--- src/rtl/fifo_dump_scanner.sv ---
// fifo_dump_scanner: walks a ufifo dump port during blanking and captures the
// valid entries into a double-buffered shadow array. The renderer reads a
// stable front-bank snapshot with one-cycle latency while the next scan fills
// the back bank. A bank swap happens only on a completed scan.
//
// Handshake: there is no valid/ready pair. i_start is level-sampled only while
// idle (ignored during a scan). The FIFO answers each o_dmp_pos one cycle later
// on i_dmp_data/i_dmp_valid. o_done pulses for exactly one cycle per committed
// snapshot.
module fifo_dump_scanner #(
  parameter int LGFLEN = 5,
  parameter int DW     = 8
) (
  input  logic              i_clk,
  input  logic              i_rst_n,
  input  logic              i_start,
  output logic [LGFLEN-1:0] o_dmp_pos,
  input  logic [DW-1:0]     i_dmp_data,
  input  logic              i_dmp_valid,
  input  logic [LGFLEN-1:0] i_rd_pos,
  output logic [DW-1:0]     o_rd_data,
  output logic              o_rd_valid,
  output logic [LGFLEN:0]   o_count,
  output logic              o_busy,
  output logic              o_done
);

  localparam int N = 1 << LGFLEN;
  localparam logic [LGFLEN-1:0] POS_MAX = LGFLEN'(N - 1);

  localparam logic [0:0] S_IDLE = 1'b0;
  localparam logic [0:0] S_SCAN = 1'b1;

  logic [0:0]        state;
  logic              fsel;    // selects the front (renderer-visible) bank
  logic              cap_en;  // FIFO response for a position issued by this scan is present
  logic [LGFLEN-1:0] cp;      // next back-bank slot to fill
  logic [DW-1:0]     mem [2][N];

  logic              cap_write;
  logic              scan_end;
  logic [LGFLEN:0]   commit_count;

  // Capture and termination decode for the current SCAN cycle
  always_comb begin
    cap_write    = (state == S_SCAN) && cap_en && i_dmp_valid;
    scan_end     = (state == S_SCAN) && cap_en && (!i_dmp_valid || (cp == POS_MAX));
    commit_count = {1'b0, cp} + (LGFLEN + 1)'(i_dmp_valid);
  end

  // Scan sequencer: issue positions, count captures, commit and swap banks
  always_ff @(posedge i_clk or negedge i_rst_n) begin
    if (!i_rst_n) begin
      state     <= S_IDLE;
      fsel      <= 1'b0;
      cap_en    <= 1'b0;
      cp        <= '0;
      o_dmp_pos <= '0;
      o_count   <= '0;
      o_busy    <= 1'b0;
      o_done    <= 1'b0;
    end else begin
      o_done <= 1'b0;
      case (state)
        S_IDLE: begin
          if (i_start) begin
            state     <= S_SCAN;
            o_dmp_pos <= '0;
            cp        <= '0;
            cap_en    <= 1'b0;
            o_busy    <= 1'b1;
          end
        end
        S_SCAN: begin
          // Issue pointer runs one position ahead of capture; saturate at the
          // last slot so the dump port never sees an out-of-range position.
          if (o_dmp_pos != POS_MAX) o_dmp_pos <= o_dmp_pos + 1'b1;
          cap_en <= 1'b1;
          if (cap_write) cp <= cp + 1'b1;
          if (scan_end) begin
            // The speculatively issued next position is simply dropped.
            state     <= S_IDLE;
            o_count   <= commit_count;
            fsel      <= ~fsel;
            o_done    <= 1'b1;
            o_busy    <= 1'b0;
            o_dmp_pos <= '0;
            cap_en    <= 1'b0;
          end
        end
        default: state <= S_IDLE;
      endcase
    end
  end

  // Back-bank write; bank contents are deliberately left unreset
  always_ff @(posedge i_clk) begin
    if (cap_write) mem[~fsel][cp] <= i_dmp_data;
  end

  // Registered renderer read of the front bank
  always_ff @(posedge i_clk or negedge i_rst_n) begin
    if (!i_rst_n) begin
      o_rd_data  <= '0;
      o_rd_valid <= 1'b0;
    end else begin
      o_rd_data  <= mem[fsel][i_rd_pos];
      o_rd_valid <= ({1'b0, i_rd_pos} < o_count);
    end
  end

endmodule
--- config.mk ---
export PLATFORM = sky130hd
export DESIGN_NAME = fifo_dump_scanner
export DESIGN_NICKNAME = d
export VERILOG_FILES = /design/src/rtl/fifo_dump_scanner.sv
export SDC_FILE = /design/constraint.sdc
export NUM_CORES = 1
export LEC_CHECK = 0
export CORE_ASPECT_RATIO = 1.25
export CORE_MARGIN = 5
export CORE_UTILIZATION = 45
export DETAILED_ROUTE_END_ITERATION = 7
export REMOVE_ABC_BUFFERS = 1
export SYNTH_ARGS = -nofsm -noshare
export SYNTH_HDL_FRONTEND = slang
export SYNTH_SLANG_ARGS = --single-unit
--- constraint.sdc ---
create_clock -name i_clk -period 6.87 [get_ports i_clk]
set_clock_uncertainty 0.15 [all_clocks]
set_input_delay 0.687 -clock i_clk [delete_from_list [all_inputs] [get_ports i_clk]]
set_output_delay 0.687 -clock i_clk [all_outputs]
set_load 0.05 [all_outputs]
==> results.cfg <==
[run_status]
status = completed

[critical_path]
critPathArrivalTime_ps = 3730
end_kind = flop
crit_family = flip-flops
path_buf_inv = 1
cp.required_ps = 7160
cp-start-kind = flop
critPathKind = flop to flop
slowest_delay_ps = 1100
crit_slowest_cell = dfrtp_4
worst-path-max-fanout = 55
crit_chain = buf_4 > mux4_2 > o21ai_0 > a21oi_1 > nor2_1 > o31ai_1

[place]
dp_hpwl_um = 28090
portBuffers = 38
place.gp.congestion = 0.7890

[timing]
fmax_ghz = 0.2903
min_period_over_period_pct = 50.14
tns_ps = 0
maxSlewHeadroom_pct = 19.24
fin_crit_ps = 3444
hold_violations = 0
setup_viol = 0
worst_slew_pin_slew_ps = 1211
rsz0062_at_grt = no
maxSlewViolCount = 0

[clock_network]
clock_path_buffers = 3
clkSlewWorstSetupHoldPaths_ps = 60
cts_setup_buffers = 0
cts_htree_levels = 2
cts_tree = yes
cts_hold_buffers = 0
cts_sinks = 542
cts_buffers = 51
cts.root.buffer_cell = clkbuf_16
clkLatencyLatePin_ps = 570
cts_resized = 0

[pwr]
power_density_nw_per_um2 = 324.8
seq_power_share_pct = 50.0
power_frac_comb_pct = 14.3
swShare_pct = 25.02
report.power.total_w = 0.007745
clock_power_share_pct = 35.7
ir_drop_mv = 0.2563
internal_power_w = 0.005807
p_sw_w = 0.001938
p_leak_nw = 7.554

[floorplanning]
start_util_pct = 45.26
die_area_sq_um = 51860
io_pins = 39
rows = 89
die_w_um = 204.7
die_height_um = 253.4
coreArea_sq_um = 47100

[detailed_routing]
drc = 0
viasPerCell = 5.656
first_pass_iters = 5
vias = 9989
wire_per_inst_um = 26.08
drt-initial-drc-count = 844
final_antenna_net_count = 0
drt_wl_total_um = 46050

[job]
maxCapViolations = 0

[yosys]
synth-seq-area-share_pct = 75.64
synth.most_common_cell = edfxtp_1
postSynthAreaPerCell_sq_um = 20.44
synth_cell_types = 42
synth_top_area_share_pct = 72.12
ys_top_cells_by_count = 512 x edfxtp_1, 119 x mux4_2, 99 x nor2_1
synthTopCellsByArea = edfxtp_1 72%, mux4_2 13%, dfrtp_1 3.5%
syn-instance-count = 1043
synth_edf_count = 512
async_reset_ff_share_pct = 5.535
netlist_area_sq_um = 21320
synth-main-ff-cell = edfxtp_1
yosys.area.top_type = edfxtp_1
yosys_warnings = 0
synth_seq_cells = 542

[grt]
grt_max_degree = 65
grt_antenna_before_repair = 0
grt_pass1_wl_um = 69310
grt_overflow = 0
grt_pass1_vias = 10360
grt_usage_pct = 18.08

[final_layout]
area_growth_syn_to_layout_pct = 11.86
finalNetCount = 1119
drive_above_1_share_pct = 19.49
diodes = 0

[hold_path]
holdCritPathClass = primary input to async pin
per-stage QoR:
stage | utilization [%] | worst slack (ps) | cells | hold slack [ps] | area (sq um)
after global routing | 50.63 | 3181 | 1766 | 111.4 | 23850
after global placement | 47.18 | 3279 | 1673 | 379.7 | 22230
final | 50.63 | 3426 | 1766 | 71.86 | 23850
after floorplan | - | 1403 | 988 | 241.4 | 21010
after CTS | 50.63 | 3291 | 1766 | 96.98 | 23850
after detailed placement | 47.18 | 3243 | 1673 | 370.8 | 22230
cells by family after synthesis:
family	after synthesis	share of synthesized area, %
adders and majority gates	13	0.7630
AOI/OAI and AO/OA	84	2.524
DFF	542	75.64
muxes	156	15.41
buffers and inverters	64	1.620
and+or+nand+nor	175	3.680
xor gates and xnor gates	9	0.3697
area by class of cell:
type / count / area, sq um
clock inverters: 20 / 222.7
repair buffers: 48 / 416.7
flip-flops and latches: 542 / 16130
well taps: 637 / 797.0
fillers: 3736 / 23260
inverters: 9 / 33.78
clock buffers: 73 / 1399
multi-input cells: 437 / 4848
worst register-to-register path, cell delays in order (launching register included):
cell and delay (ps):
dfrtp_4 1100, buf_4 660, mux4_2 610, o21ai_0 190, a21oi_1 60, nor2_1 400
o31ai_1 150
per-layer routing:
layer  share of wire (%)  vias up  wire length [um]  track usage [%]
met4                 2.3        0              1072            4.921
met1                  41     5275             19100            25.22
met3                 5.0       65              2325            2.767
met5                   0        -                 0                0
li1                    -     4367                 -                -
met2                  51      282             23560            30.20
path summary, 6_finish.rpt:
| check | startpoint | to | slack (ps) | cells after the start |
|---|---|---|---|---|
| setup / recovery | fsel | o_rd_data[3] | 3430 | 6 |
| hold / removal | i_rst_n | o_rd_valid | 70 | 1 |
| setup reg to reg | fsel | o_rd_data[3] | 3430 | 6 |
| hold reg to reg | o_count[5] | o_rd_valid | 380 | 1 |
| max in group asynchronous | i_rst_n | fsel | 5880 | 1 |
| min in group i_clk | o_count[5] | o_rd_valid | 380 | 1 |
placed cells by master (no fill, tap or decap), drive strengths merged, types with 6 or more instances in the layout:
| cell | instances |
|---|---|
| dfrtp | 30 |
| nand2 | 23 |
| inv | 11 |
| edfxtp | 512 |
| nor2 | 99 |
| clkdlybuf4s50 | 26 |
| o31ai | 7 |
| a21oi | 14 |
| nand2b | 6 |
| nand3 | 13 |
| mux4 | 133 |
| a211oi | 16 |
| nor2b | 13 |
| clkinv | 13 |
| clkbuf | 73 |
| o21ai | 22 |
| ha | 13 |
| o22ai | 11 |
| o221ai | 7 |
| buf | 22 |
| mux2i | 18 |
power by group through the flow:
stage / clock, W / combinational, W / sequential [W]
3_5_place_dp: 0 / 0.00112 / 0.00395
2_1_floorplan: 0 / 0.000632 / 0.00406
6_report: 0.00277 / 0.00111 / 0.00387
4_1_cts: 0.00282 / 0.00112 / 0.00388
5_1_grt: 0.00297 / 0.00119 / 0.00389
3_3_place_gp: 0 / 0.00111 / 0.00395
registers in the layout, indices dropped and copies added (netlist names):
register and count:
state 1, mem 512, o_done 1, cap_en 1
o_rd_data 8, o_rd_valid 1, o_dmp_pos 5, o_busy 1
o_count 6, fsel 1, cp 5
(Power assumes the default switching activity.)
